**src/rtl/ps2_defs.sv**
```systemverilog
// Shared PS/2 definitions: transmitter state encoding, frame length, command and ACK bytes.
// Imported by the host transmitter and the mouse receiver.
package ps2_defs;

  typedef enum logic [2:0] {
    ST_IDLE,
    ST_INHIBIT,
    ST_RELEASE,
    ST_SHIFT,
    ST_WAIT_IDLE,
    ST_ABORT
  } ps2_tx_state_e;

  localparam logic [3:0] PS2_FRAME_EDGES = 4'd11;

  localparam logic [7:0] PS2_CMD_RESET    = 8'hFF;
  localparam logic [7:0] PS2_CMD_ENABLE   = 8'hF4;
  localparam logic [7:0] PS2_CMD_SET_RATE = 8'hF3;
  localparam logic [7:0] PS2_ACK          = 8'hFA;

endpackage

```
**src/rtl/ps2_line_sync.sv**
```systemverilog
// Two-flop synchronizer for one PS/2 line plus a falling-edge detector on the synchronized value.
// Lines idle high, so every stage resets to 1 and no false edge appears after reset.
module ps2_line_sync (
  input  logic clk,
  input  logic rst,
  input  logic line_in,
  output logic line_sync,
  output logic line_fall
);

  logic meta_q, meta_d;
  logic sync_q, sync_d;
  logic prev_q, prev_d;

  always_comb begin
    meta_d = line_in;
    sync_d = meta_q;
    prev_d = sync_q;
  end

  always_ff @(posedge clk or negedge rst) begin
    if (!rst) begin
      meta_q <= 1'b1;
      sync_q <= 1'b1;
      prev_q <= 1'b1;
    end else begin
      meta_q <= meta_d;
      sync_q <= sync_d;
      prev_q <= prev_d;
    end
  end

  assign line_sync = sync_q;
  assign line_fall = prev_q & ~sync_q;

endmodule

```
**src/rtl/ps2_host_transmitter.sv**
```systemverilog
// PS/2 host-to-device command transmitter: inhibit, request-to-send, 8 data bits LSB first,
// odd parity, stop, and device ACK sampling, with start and packet timeouts.
module ps2_host_transmitter
  import ps2_defs::*;
#(
  parameter int INHIBIT_CYCLES        = 12_000,
  parameter int START_TIMEOUT_CYCLES  = 1_500_000,
  parameter int PACKET_TIMEOUT_CYCLES = 200_000
) (
  input  logic       clk,
  input  logic       rst,
  input  logic       tx_valid,
  output logic       tx_ready,
  input  logic [7:0] tx_data,
  input  logic       ps2_clk_in,
  input  logic       ps2_data_in,
  output logic       ps2_clk_oe,
  output logic       ps2_data_oe,
  output logic       busy,
  output logic       done,
  output logic       ack_ok,
  output logic       error
);

  localparam int MAX_A     = (INHIBIT_CYCLES > START_TIMEOUT_CYCLES) ? INHIBIT_CYCLES
                                                                     : START_TIMEOUT_CYCLES;
  localparam int TIMER_MAX = (MAX_A > PACKET_TIMEOUT_CYCLES) ? MAX_A : PACKET_TIMEOUT_CYCLES;
  localparam int TW        = $clog2(TIMER_MAX);

  localparam logic [TW-1:0] START_BIT_AT = TW'(INHIBIT_CYCLES - 2);
  localparam logic [TW-1:0] INHIBIT_LAST = TW'(INHIBIT_CYCLES - 1);
  localparam logic [TW-1:0] START_LAST   = TW'(START_TIMEOUT_CYCLES - 1);
  localparam logic [TW-1:0] PACKET_LAST  = TW'(PACKET_TIMEOUT_CYCLES - 1);

  logic clk_sync, clk_fall;
  logic data_sync, data_fall_unused;

  ps2_line_sync u_clk_sync (
    .clk       (clk),
    .rst       (rst),
    .line_in   (ps2_clk_in),
    .line_sync (clk_sync),
    .line_fall (clk_fall)
  );

  ps2_line_sync u_data_sync (
    .clk       (clk),
    .rst       (rst),
    .line_in   (ps2_data_in),
    .line_sync (data_sync),
    .line_fall (data_fall_unused)
  );

  ps2_tx_state_e state_q, state_d;
  logic [TW-1:0] timer_q, timer_d;
  logic [3:0]    edge_cnt_q, edge_cnt_d;
  logic [8:0]    shift_q, shift_d;
  logic          clk_oe_q, clk_oe_d;
  logic          data_oe_q, data_oe_d;
  logic          done_q, done_d;
  logic          error_q, error_d;
  logic          ack_ok_q, ack_ok_d;
  logic          ack_sample_q, ack_sample_d;

  // The done cycle is already IDLE, so ready is masked for it to keep the next transfer one cycle later.
  assign tx_ready = (state_q == ST_IDLE) && !done_q;

  always_comb begin
    state_d      = state_q;
    timer_d      = timer_q;
    edge_cnt_d   = edge_cnt_q;
    shift_d      = shift_q;
    clk_oe_d     = clk_oe_q;
    data_oe_d    = data_oe_q;
    done_d       = 1'b0;
    error_d      = 1'b0;
    ack_ok_d     = ack_ok_q;
    ack_sample_d = ack_sample_q;

    case (state_q)
      ST_IDLE: begin
        if (tx_valid && tx_ready) begin
          shift_d  = {~^tx_data, tx_data};
          timer_d  = '0;
          clk_oe_d = 1'b1;
          state_d  = ST_INHIBIT;
        end
      end

      ST_INHIBIT: begin
        timer_d = timer_q + 1'b1;
        if (timer_q == START_BIT_AT) data_oe_d = 1'b1;
        if (timer_q == INHIBIT_LAST) begin
          clk_oe_d = 1'b0;
          timer_d  = '0;
          state_d  = ST_RELEASE;
        end
      end

      ST_RELEASE: begin
        timer_d = timer_q + 1'b1;
        if (clk_fall) begin
          data_oe_d  = ~shift_q[0];
          shift_d    = {1'b1, shift_q[8:1]};
          edge_cnt_d = 4'd1;
          timer_d    = '0;
          state_d    = ST_SHIFT;
        end else if (timer_q == START_LAST) begin
          clk_oe_d  = 1'b0;
          data_oe_d = 1'b0;
          error_d   = 1'b1;
          state_d   = ST_ABORT;
        end
      end

      // Shift register refills with ones, so edge 10 releases data as the stop bit.
      ST_SHIFT: begin
        timer_d = timer_q + 1'b1;
        if (timer_q == PACKET_LAST) begin
          clk_oe_d  = 1'b0;
          data_oe_d = 1'b0;
          error_d   = 1'b1;
          state_d   = ST_ABORT;
        end else if (clk_fall) begin
          edge_cnt_d = edge_cnt_q + 4'd1;
          if (edge_cnt_q + 4'd1 == PS2_FRAME_EDGES) begin
            ack_sample_d = ~data_sync;
            state_d      = ST_WAIT_IDLE;
          end else begin
            data_oe_d = ~shift_q[0];
            shift_d   = {1'b1, shift_q[8:1]};
          end
        end
      end

      ST_WAIT_IDLE: begin
        timer_d = timer_q + 1'b1;
        if (clk_sync && data_sync) begin
          done_d   = 1'b1;
          ack_ok_d = ack_sample_q;
          state_d  = ST_IDLE;
        end else if (timer_q == PACKET_LAST) begin
          clk_oe_d  = 1'b0;
          data_oe_d = 1'b0;
          error_d   = 1'b1;
          state_d   = ST_ABORT;
        end
      end

      ST_ABORT: begin
        clk_oe_d  = 1'b0;
        data_oe_d = 1'b0;
        state_d   = ST_IDLE;
      end

      default: begin
        clk_oe_d  = 1'b0;
        data_oe_d = 1'b0;
        state_d   = ST_IDLE;
      end
    endcase
  end

  always_ff @(posedge clk or negedge rst) begin
    if (!rst) begin
      state_q      <= ST_IDLE;
      timer_q      <= '0;
      edge_cnt_q   <= '0;
      shift_q      <= '0;
      clk_oe_q     <= 1'b0;
      data_oe_q    <= 1'b0;
      done_q       <= 1'b0;
      error_q      <= 1'b0;
      ack_ok_q     <= 1'b0;
      ack_sample_q <= 1'b0;
    end else begin
      state_q      <= state_d;
      timer_q      <= timer_d;
      edge_cnt_q   <= edge_cnt_d;
      shift_q      <= shift_d;
      clk_oe_q     <= clk_oe_d;
      data_oe_q    <= data_oe_d;
      done_q       <= done_d;
      error_q      <= error_d;
      ack_ok_q     <= ack_ok_d;
      ack_sample_q <= ack_sample_d;
    end
  end

  assign ps2_clk_oe  = clk_oe_q;
  assign ps2_data_oe = data_oe_q;
  assign busy        = (state_q != ST_IDLE);
  assign done        = done_q;
  assign error       = error_q;
  assign ack_ok      = ack_ok_q;

endmodule

```
**config.mk**
```make
export PLATFORM = sky130hd
export DESIGN_NAME = ps2_host_transmitter
export DESIGN_NICKNAME = d
export VERILOG_FILES = /design/src/rtl/ps2_defs.sv /design/src/rtl/ps2_line_sync.sv /design/src/rtl/ps2_host_transmitter.sv
export SDC_FILE = /design/constraint.sdc
export NUM_CORES = 1
export LEC_CHECK = 0
export BUFFER_PORTS_ARGS = -buffer_cell sky130_fd_sc_hd__buf_2
export CAP_MARGIN = 10
export CORE_MARGIN = 1.5
export CORE_UTILIZATION = 35
export DETAILED_ROUTE_END_ITERATION = 8
export SLEW_MARGIN = 5
export SYNTH_ARGS = -nofsm -noshare
export SYNTH_HDL_FRONTEND = slang
export SYNTH_HIERARCHICAL = 1
export SYNTH_SLANG_ARGS = --single-unit
```
**constraint.sdc**
```tcl
create_clock -name clk -period 4 [get_ports clk]
set_input_delay 0.4 -clock clk [delete_from_list [all_inputs] [get_ports clk]]
set_output_delay 0.4 -clock clk [all_outputs]
set_load 0.01 [all_outputs]
```
; Word-level counts from Yosys, hierarchy flattened
; Cells that the tools add are included.
[totals]
output_inout_bits = 7
register_bits = 48
input_bits = 13
elab_cells = 113
[classes]
n_bitwise = 6
mux = 46
n_eq_ne = 25
n_addsub = 2
n_reduce_logical = 19
[ops]
columns = op, n
row1 = $pmux W21 S4, 1
row2 = $mux W21, 3
row3 = $mux W9, 5
row4 = $eq A21 B14 Y1 const B, 2
row5 = $mux W3, 9
row6 = $pmux W9 S3, 1
row7 = $add A21 B1 Y21 const B, 1
row8 = $eq A21 B18 Y1 const B, 1
row9 = $eq A21 B21 Y1 const B, 1
row10 = $ne A2 B2 Y1 const B, 10
row11 = $mux W1, 19
row12 = $ne A3 B3 Y1 const B, 5
row13 = $pmux W3 S5, 1
row14 = $mux W4, 3
row15 = $reduce_and A6 Y1, 2
row16 = $pmux W1 S5, 2
row17 = $pmux W4 S2, 1
row18 = $reduce_and A4 Y1, 2
row19 = $reduce_xnor A8 Y1, 1
row20 = $reduce_and A7 Y1, 1
row21 = $eq A3 B2 Y1 const B, 2
row22 = $reduce_bool A3 Y1, 2
row23 = $not A1 Y1, 5
row24 = $reduce_and A5 Y1, 1
row25 = 14 further kinds, 17

; Longest topological paths before layout
; Gate-level depths: netlist (run 1).
[depth]
word_depth = 6
mapped_depth = 8
depth_no_buf = 7

; Modules after synthesis
; Netlist (run 1), hierarchy kept.
[modules_own_cells]
columns = mod, seq_area_each_um2, n_inst, cells_each, area_per_inst_um2
row1 = ps2_host_transmitter, 1076.0, 1, 298, 2683.8
row2 = ps2_line_sync, 78.8, 2, 4, 92.6

; Worst setup path before layout (run 1)
; Ideal clock, no wire load.
[synth_path]
path_kind = register -> register
from = register timer_q[1]
to = register data_oe_q, in the netlist ps2_data_oe
t_required_ns = 3.875
setup_time_ns = 0.125
slack_ns = 1.697
stages_incl_launch_ff = 8
t_arrival_ns = 2.178
synth_period_minus_slack_ns = 2.303
cell_sequence = dfrtp_1 -> ha_1 -> and3_4 -> or3b_4 -> or4_4 -> nand2b_4 -> o311ai_4 -> mux2_4
[synth_between]
elab_chain_cells = 3
[synth_lines]
columns = item, line_no
row1 = "start, declared", ps2_host_transmitter.sv:55  ; logic [TW-1:0] timer_q, timer_d;
row2 = "start signal, assigned", ps2_host_transmitter.sv:178  ; timer_q <= timer_d;
row3 = "$eq A21 B18 Y1, or another cell as far along", "ps2_host_transmitter.sv:119, ps2_host_transmitter.sv:142"
row4 = "$ne A3 B3 Y1 (no line), or another cell as far along", -
row5 = $reduce_and A7 Y1 (no line) / $pmux W1 S5 (equally long branches), -
row6 = "end signal, assigned", ps2_host_transmitter.sv:182  ; data_oe_q <= data_oe_d;
row7 = "end, declared", ps2_host_transmitter.sv:59  ; logic data_oe_q, data_oe_d;
; Parallel ways exist; a longest one is shown, timed or not.
; A chain may end at the register's enable or synchronous reset.

; Final worst setup path (run 1)
[layout_path]
from = register timer_q[14]
to = register timer_q[17]
[layout_between]
elab_chain_cells = 3
[layout_lines]
columns = item, line_no
row1 = $add A21 B1 Y21 / $eq A21 B14 Y1 (equally long branches), -
row2 = $mux W21 (on tied branches), "ps2_host_transmitter.sv:102, ps2_host_transmitter.sv:93"
row3 = $pmux W21 S4 (*), ps2_host_transmitter.sv:80  ; case (state_q)
; Every way passes the cells marked *; elsewhere a longest branch is shown, timed or not.

==> results of run 1 <==
-- report_power, final --
group	total [uW]	switching, uW	internal, uW
combinational	41.2	23.5	17.7
sequential	492	1.66	490
clock	417	167	250
-- worst max-delay path: stages (launching register included) --
cell     delay (ns)
dfrtp_1        0.46
nor4_1         0.45
nand4_1        0.27
o21ai_0        0.27
nor2b_1        0.75
o21ai_0        0.20
a21o_1         0.21
-- area by class of cell --
type                            count  area [sq um]  area share
Clock inverter                      2          60.1      0.0190
Tap cell                          102           128      0.0404
Inverter                            6          22.5     0.00713
Clock buffer                        6          72.6      0.0230
Sequential cell                    48          1210       0.382
Timing Repair Buffer               22           130      0.0412
Multi-Input combinational cell    235          1540       0.487
-- per-stage QoR --
| step | instance area (sq um) | total power [uW] |
|---|---|---|
| floorplan | 2830 | 520 |
| global placement | 3010 | 541 |
| detailed placement | 3010 | 541 |
| CTS | 3140 | 957 |
| global route | 3160 | 986 |
| finish | 3160 | 950 |
-- registers in the layout, summed over array words and instances (netlist names) --
name / count
done: 1
u_data_sync/line_sync: 1
u_clk_sync/meta_q: 1
state_q: 3
ps2_clk_oe: 1
u_data_sync/meta_q: 1
ack_ok: 1
error: 1
ack_sample_q: 1
u_clk_sync/prev_q: 1
timer_q: 21
ps2_data_oe: 1
edge_cnt_q: 4
shift_q: 9
u_clk_sync/line_sync: 1
-- layer usage --
metal	track usage	wire length (um)
met3	0.0296	159
met1	0.201	2910
met5	0	0
met4	0.0404	51
met2	0.240	2810
-- worst paths after layout --
check / from / slack [ns] / cells after the start / endpoint
setup / recovery: timer_q[14] / 1.28 / 6 / timer_q[17]
max in group asynchronous: rst / 3.32 / 2 / u_data_sync/meta_q
hold / removal: rst / 0.06 / 1 / shift_q[6]
min in group clk: ps2_clk_in / 0.19 / 1 / u_clk_sync/meta_q
setup reg to reg: timer_q[14] / 1.28 / 6 / timer_q[17]
hold reg to reg: u_data_sync/meta_q / 0.36 / 0 / u_data_sync/line_sync
==> summary.txt, run 1 <==
Synth-to-Final Area Change = 11.7%
Power density cells = 301 mW/mm^2
Mapped cell area = 0.00283 sq mm
Critical Path Fanout Max = 14
Final hold vios = 0
Routed WL = 5920 um
Fin cells = 421
CTS tree = yes
Vias = 2,204
Maximum clock insertion buffer count = 2
Pin count of the biggest net entering global routing = 49
Place WS = 1.28 ns
Vias per inst = 5.24
Final setup fails = 0
Synth warn = 6
First-pass GRT wire length = 10,200 um
Post-CTS Setup Repair Bufs = 0
Worst-skew pair later-pin latency = 0.31 ns
Layout fillers = 800
Clock sinks = 48
Starting DRC count in detailed routing = 90
Crit start category = flip-flop
Worst setup margin = 1.28 ns
RSZ-0062 raised after global routing = false
Antenna violations before repair = 0
Crit share post-route = 0.681
Worst-margin pin slew = 0.895 ns
Mapped Cells = 304
CP Class = reg -> reg
Most frequent cells in the layout = nand2_1 (49), dfrtp_1 (43), nor2_1 (24), buf_2 (19), o21ai_0 (16)
Slew headroom = 0.402
Max Cap Violations = 0
Data arrival, critical path = 2.92 ns
Lkg Pwr = 0.00139 uW
Row cnt = 32
Die ar. = 0.00863 sq mm
Worst vdd ir = 133 uV
I/O pins = 20
H-tree depth = 2
WP data required = 4.19 ns
Post-synthesis net count = 321
N_diodes = 0
Fmax = 0.367 GHz
Core Area = 0.00777 sq mm
CP endpoint kind = flip-flop
Die Span Y = 92.9 um
Port Buf Inserts = 19
DR pass1 iterations = 4
Number of remaining DRC errors = 0
Commonest non-fill, non-tap cell in the layout = nand2_1
Effective utilization at floorplan = 0.364
Tmin final = 2.72 ns
Clock Pin Slew Worst Setup and Hold Paths = 0.10 ns
Placer Congestion = 0.861
GRT Residual Overflow = 0
GRT Util Overall = 0.148
Layout cells sized above 1 = 0.188
Cts hold-fix bufs = 0
Outcome = complete, no violations
Hold WS = 0.0576 ns
Die width = 92.9 um
Util after Layout = 0.407
Final-stage net count = 335
WL/cell = 14.1 um
TritonCTS buffer count = 5
Clk Tree Root Cell = clkbuf_8
DRT antenna net count = 0
Dpl cells = 412
Hold crit path type = in -> async
DP HPWL = 4220 um
Avg Cell Area, Syn = 9.31 sq um
Layout Skew = 0.0149 ns
Setup TNS = 0 ns
Vias in the first global route = 2,083
Final slew viol count = 0
CTS resizes = 0
Power figures use the tool's default switching activity.
==> inputs of run 2 (changes only) <==
--- a/config.mk
+++ b/config.mk
@@ -5,6 +5,7 @@
 export SDC_FILE = /design/constraint.sdc
 export NUM_CORES = 1
 export LEC_CHECK = 0
+export ABC_AREA = 1
 export BUFFER_PORTS_ARGS = -buffer_cell sky130_fd_sc_hd__buf_2
 export CAP_MARGIN = 10
 export CORE_MARGIN = 1.5
==> constraint.sdc (replaced) <==
create_clock -name clk -period 2.3 [get_ports clk]
set_input_delay 0.23 -clock clk [delete_from_list [all_inputs] [get_ports clk]]
set_output_delay 0.23 -clock clk [all_outputs]
set_load 0.01 [all_outputs]
==> run 2 against run 1 <==
  * Core utilization down 0.32 points
  * Worst setup slack worse by 0.91 ns
  * Synthesized area up 9.0%
  * Clock skew down 0.0052 ns
  * Design area up 10%
  * Worst hold slack worse by 0.035 ns
  * Cell count up 34%
  * Combinational power rose to 36 times the previous value
  * Largest power group is now combinational logic
==> summary.txt, run 2 <==
WP data required = 2.54 ns (-1.65 ns)
Port Buf Inserts = 19 (unchanged)
Post-synthesis net count = 445 (+39%)
CP endpoint kind = flip-flop
Regs by FF count = timer_q: 21 flops, shift_q: 9 flops, edge_cnt_q: 4 flops
WL/cell = 12.1 um (-14%)
Number of remaining DRC errors = 0 (unchanged)
Vias per inst = 4.85 (-7.3%)
Commonest non-fill, non-tap cell in the layout = nand2_1
TritonCTS buffer count = 5 (unchanged)
Finished Cell Area = 0.00348 sq mm (+10%)
H-tree depth = 2 (unchanged)
NetSw = 1380 uW (+620%)
Power Total = 3350 uW (+250%)
Worst vdd ir = 460 uV (+240%)
Vias = 2,741 (+24%)
Data arrival, critical path = 2.17 ns (-0.75 ns)
Critical Path Fanout Max = 8 (-6)
Mapped cell area = 0.00308 sq mm (+9.0%)
Effective utilization at floorplan = 0.357 (-0.00721)
GRT Residual Overflow = 0 (unchanged)
Final setup fails = 0 (unchanged)
Switching share of total power = 0.412 (+0.210)
Slew headroom = 0.613 (+0.211)
Die width = 96.9 um (+4.3%)
Tmin final = 1.93 ns (-0.793 ns)
Placer Congestion = 0.946 (+9.9%)
Fmax = 0.518 GHz (+41%)
Register Area = 0.00121 sq mm (unchanged)
CTS resizes = 0 (unchanged)
Mapped Cells = 428 (+41%)
Final slew viol count = 0 (unchanged)
Antenna violations before repair = 0 (unchanged)
Die Span Y = 96.9 um (+4.3%)
Hold path depth = 1
N_diodes = 0 (unchanged)
Vias in the first global route = 2,653 (+27%)
Clock sinks = 48 (unchanged)
Clock power frac = 0.215 (-0.224)
Row cnt = 34 (+6.3%)
Maximum clock insertion buffer count = 2 (unchanged)
RSZ-0062 raised after global routing = false
Worst-skew pair later-pin latency = 0.30 ns (about the same)
Register with the most flip-flops = timer_q
Crit share post-route = 0.839 (+0.158)
R2R depth = 9 (+3)
DR pass1 iterations = 6 (+2)
Multi-input logic area = 0.00160 sq mm (+4.1%)
Comb power frac = 0.448 (+0.405)
Layout Skew = 0.00969 ns (-0.00517 ns)
CP Class = reg -> reg
Clock Pin Slew Worst Setup and Hold Paths = 0.09 ns (about the same)
Outcome = complete, no violations
Layout fillers = 887 (+11%)
Hold WS = 0.0227 ns (-0.0349 ns)
Die ar. = 0.00938 sq mm (+8.7%)
Lkg Pwr = 0.00167 uW (+21%)
DP HPWL = 5410 um (+28%)
First-pass GRT wire length = 12,200 um (+19%)
Starting DRC count in detailed routing = 156 (+73%)
DRT antenna net count = 0 (unchanged)
Hold crit path type = in -> reg
Synth-to-Final Area Change = 13.0%
Core Area = 0.00864 sq mm (+11%)
GRT Util Overall = 0.157 (+0.00866)
Avg Cell Area, Syn = 7.20 sq um (-23%)
Most frequent cells in the layout = nand2_1 (115), nor2_1 (66), inv_1 (55), dfrtp_1 (43), nand3_1 (35)
Flop pwr share = 0.337 (-0.180)
I/O pins = 20 (unchanged)
Worst-margin pin slew = 0.580 ns (-0.314 ns)
Power density cells = 962 mW/mm^2 (+220%)
Final hold vios = 0 (unchanged)
Pint = 1970 uW (+160%)
Crit start category = flip-flop
Clk Tree Root Cell = clkbuf_8
Placement-stage cell area = 0.00332 sq mm (+10%)
CTS tree = yes
Setup TNS = 0 ns (unchanged)
Layout cells sized above 1 = 0.164 (-0.0240)
Pin count of the biggest net entering global routing = 26 (-47%)
Synth warn = 6 (unchanged)
Routed WL = 6850 um (+16%)
Final-stage net count = 473 (+41%)
Max reg flops = 21 (unchanged)
Max Cap Violations = 0 (unchanged)
## run 2: path summary, 6_finish.rpt
kind                               startpoint                    end  slack (ns)
max                                timer_q[1]             state_q[1]        0.37
min                                ps2_clk_in      u_clk_sync/meta_q        0.02
max reg2reg                        timer_q[1]             state_q[1]        0.37
min reg2reg                u_data_sync/meta_q  u_data_sync/line_sync        0.36
max in group asynchronous                 rst   u_clk_sync/line_sync        1.24
min in group asynchronous                 rst             shift_q[7]        0.45
## run 2: area by class of cell
type | instances | area share
tap | 108 | 0.0388
timing repair buffer | 24 | 0.0460
sequential | 48 | 0.346
multi-input combinational | 313 | 0.460
clock buffer | 6 | 0.0208
clock inverter | 2 | 0.0172
inverter | 64 | 0.0711
## run 2: per-layer routing
metal	global-route usage	vias to the layer above	routed length, um
li1	-	1409	-
met1	0.217	1274	3310
met2	0.258	53	3210
met3	0.0217	5	263
met4	0.0412	0	72
met5	0	-	0
## run 2: repair_timing
item / in CTS / in global routing
hold endpoints to repair: 24 / 0
endpoints found under the setup margin: 0 / 8
hold buffers: 1 / 0
setup buffers: 0 / 1
## run 2: metrics by stage
stage / utilization / worst slack (ns) / cells
after floorplan: - / 0.654 / 428
after global placement: 0.385 / 0.289 / 555
after detailed placement: 0.385 / 0.198 / 555
after CTS: 0.401 / 0.180 / 564
after global routing: 0.404 / 0.121 / 565
final: 0.404 / 0.370 / 565
## run 2: critical path, stage by stage, from the launching register on
cell and delay (ns):
dfrtp_1 0.42, ha_1 0.20, nand3_1 0.23, nor2_2 0.27
nand3_4 0.16, nand2_1 0.09, nand2_1 0.10, nor2_1 0.20
nand3_1 0.12, nand2_1 0.08
## run 2: power groups by stage
stage          logic, uW  registers (uW)  clock network, uW
6_report            1500            1130                721
5_1_grt             1720            1160                770
4_1_cts             1470            1130                741
3_5_place_dp        1460            1150                  0
3_3_place_gp        1450            1140                  0
2_1_floorplan       1130            1130                  0
==> inputs of run 3 (changes only) <==
==> constraint.sdc (replaced) <==
create_clock -name clk -period 1.6 [get_ports clk]
set_input_delay 0.16 -clock clk [delete_from_list [all_inputs] [get_ports clk]]
set_output_delay 0.16 -clock clk [all_outputs]
set_load 0.01 [all_outputs]
==> run 3 against run 2 <==
  * Critical path type unchanged
  * Wire length rose by 33%
  * Global-route usage increased by 1.6 points
  * Critical endpoint is now timer_q[19]
  * Clock skew rose by 0.00056 ns
  * Register-to-register slack worse by 0.48 ns
  * The flow now finishes with violations (setup timing)
==> summary.txt, run 3 (synthesis gave the netlist of run 2 again) <==
Effective utilization at floorplan = 0.357 (unchanged)
Power Total = 6540 uW (+95%)
Crit path top cell by count = buf_6
Outcome = complete, but fails checks
Hold path depth = 3 (+2)
Pin count of the biggest net entering global routing = 21 (-19%)
Worst setup margin = -0.113 ns (-0.482 ns)
Clock Pin Slew Worst Setup and Hold Paths = 0.10 ns (about the same)
Commonest non-fill, non-tap cell in the layout = nand2_1
Vias in the first global route = 2,846 (+7.3%)
Maximum clock insertion buffer count = 2 (unchanged)
Register with the most flip-flops = timer_q
Layout Skew = 0.0102 ns (+0.000560 ns)
Slowest cell delay on critical path = 0.40 ns (-0.02 ns)
Crit Reg-Reg Startpoint = timer_q[1]
TritonCTS buffer count = 5 (unchanged)
R2r endpoint = timer_q[19]
Register Area = 0.00121 sq mm (+0.10%)
Power density cells = 1380 mW/mm^2 (+44%)
Multi-input logic area = 0.00202 sq mm (+26%)
CP bufs+invs = 2 (+2)
Final hold vios = 0 (unchanged)
N_diodes = 0 (unchanged)
RSZ-0062 raised after global routing = true
Crit share post-route = 1.07 (+0.231)
Die ar. = 0.00938 sq mm (unchanged)
Slowest-stage cell, CP = dfrtp_1
R2R depth = 10 (+1)
CP Class = reg -> reg
Row cnt = 34 (unchanged)
GRT Residual Overflow = 0 (unchanged)
Clock sinks = 48 (unchanged)
Top cell family by delay on the critical path = simple AND/OR/NAND/NOR gates
Tmin final = 1.71 ns (-0.218 ns)
H-tree depth = 2 (unchanged)
I/O pins = 20 (unchanged)
Die width = 96.9 um (unchanged)
Core Area = 0.00864 sq mm (unchanged)
Routed WL = 9090 um (+33%)
Max Cap Violations = 0 (unchanged)
Lkg Pwr = 0.00229 uW (+37%)
Die Span Y = 96.9 um (unchanged)
Clk Tree Root Cell = clkbuf_8
Data arrival, critical path = 1.92 ns (-0.25 ns)
Vias per inst = 4.78 (-1.5%)
DP HPWL = 6460 um (+19%)
Starting DRC count in detailed routing = 173 (+11%)
Number of remaining DRC errors = 0 (unchanged)
Layout fillers = 783 (-12%)
WP data required = 1.81 ns (-0.73 ns)
Final setup fails = 31 (+31)
Util after Layout = 0.548 (+0.144)
Hold Startpoint = tx_valid
WL/cell = 13.8 um (+14%)
Worst-margin pin slew = 0.485 ns (-0.0952 ns)
Hold crit path type = in -> reg
Slew headroom = 0.673 (+0.0601)
Failing checks = setup timing
Antenna violations before repair = 0 (unchanged)
Placer Congestion = 0.911 (-3.8%)
Synth-to-Final Area Change = 53.4%
Final slew viol count = 0 (unchanged)
DR pass1 iterations = 4 (-2)
Worst vdd ir = 660 uV (+44%)
Critical Path Fanout Max = 10 (+2)
Most frequent cells in the layout = nand2_1 (88), buf_4 (80), inv_1 (43), dfrtp_1 (42), nor2_1 (36)
Levels on crit path = 10 (+1)
Layout cells sized above 1 = 0.469 (+0.305)
Regs by FF count = timer_q: 21 flops, shift_q: 9 flops, edge_cnt_q: 4 flops
Final-stage net count = 568 (+20%)
Max reg flops = 21 (unchanged)
Port Buf Inserts = 19 (unchanged)
Place WS = -0.336 ns (-0.534 ns)
DRT antenna net count = 0 (unchanged)
Crit start category = flip-flop
CTS tree = yes
End of the worst hold path = ps2_clk_oe
First-pass GRT wire length = 13,400 um (+9.6%)
CP Cell Sequence = ha_4 > nand3_4 > buf_6 > nor2_4 > nand3_2 > nand2_2 > nand4_1 > buf_6 > o21ai_1 > nor2_1
CP endpoint kind = flip-flop
GRT Util Overall = 0.173 (+0.0164)
Vias = 3,154 (+15%)
Fmax = 0.584 GHz (+13%)
FF-to-FF setup slack = -0.11 ns (-0.48 ns)
Worst-skew pair later-pin latency = 0.31 ns (about the same)
==> run 3: cell types whose count changed in the layout (fill, tap and decap cells not counted), sizes merged <==
cell | previous run | this run
dlygate4sd3 | 1 | 3
buf | 23 | 114
inv | 64 | 65
clkbuf | 6 | 7
==> run 3: how the worst max path moves through the flow <==
stage | end | slack (ns) | startpoint
floorplan | shift_q[2] | 0.006 | timer_q[1]
global placement | shift_q[8] | -0.29 | edge_cnt_q[0]
detailed placement | shift_q[5] | -0.34 | edge_cnt_q[1]
CTS | timer_q[19] | -0.08 | timer_q[0]
global route | timer_q[7] | -0.19 | timer_q[0]
finish | timer_q[19] | -0.11 | timer_q[1]
==> run 3: layer usage <==
layer,global-route usage,part of all wire,up-vias,wire length [um]
met1,0.250,0.48,1491,4340
met4,0.0412,0.020,0,178
met2,0.278,0.47,53,4300
met3,0.0210,0.030,14,271
li1,-,-,1596,-
met5,0,0,-,0
==> run 3: stage by stage <==
step | setup TNS (ns) | hold WS [ns] | cell area [sq um] | instances
2_1_floorplan | 0 | -0.136 | 3090 | 428
4_1_cts | -0.878 | 0.104 | 4210 | 644
6_report | -1.73 | 0.0907 | 4730 | 660
3_3_place_gp | -4.23 | 0.123 | 3890 | 629
5_1_grt | -4.35 | 0.126 | 4730 | 660
3_5_place_dp | -5.33 | 0.120 | 3890 | 629
==> run 3: final cells by class <==
cell class | count | share of cell area
tap | 108 | 0.0286
clock buffer | 5 | 0.0146
inverter | 64 | 0.0545
timing repair buffer | 119 | 0.205
clock inverter | 3 | 0.0146
multi-input combinational | 313 | 0.427
sequential | 48 | 0.256
==> run 3: repair_timing <==
action,CTS,global route
endpoints found under the hold margin,16,0
setup buffers,4,14
pin swaps,7,24
setup endpoints to repair,41,41
gates cloned,0,3
gates resized for setup,34,104
hold buffers,3,0
==> run 3: tightest hold or removal path, cell delays in order <==
cell and delay [ns]:
buf_2 0.09, nand2_1 0.06, nand2_1 0.06
==> run 3: power by group <==
group / internal, uW / leakage [uW] / switching (uW)
Clock: 629 / 0.0000687 / 441
Combinational: 1750 / 0.00160 / 2110
Sequential: 1460 / 0.000625 / 156
Total: 3840 / 0.00229 / 2700
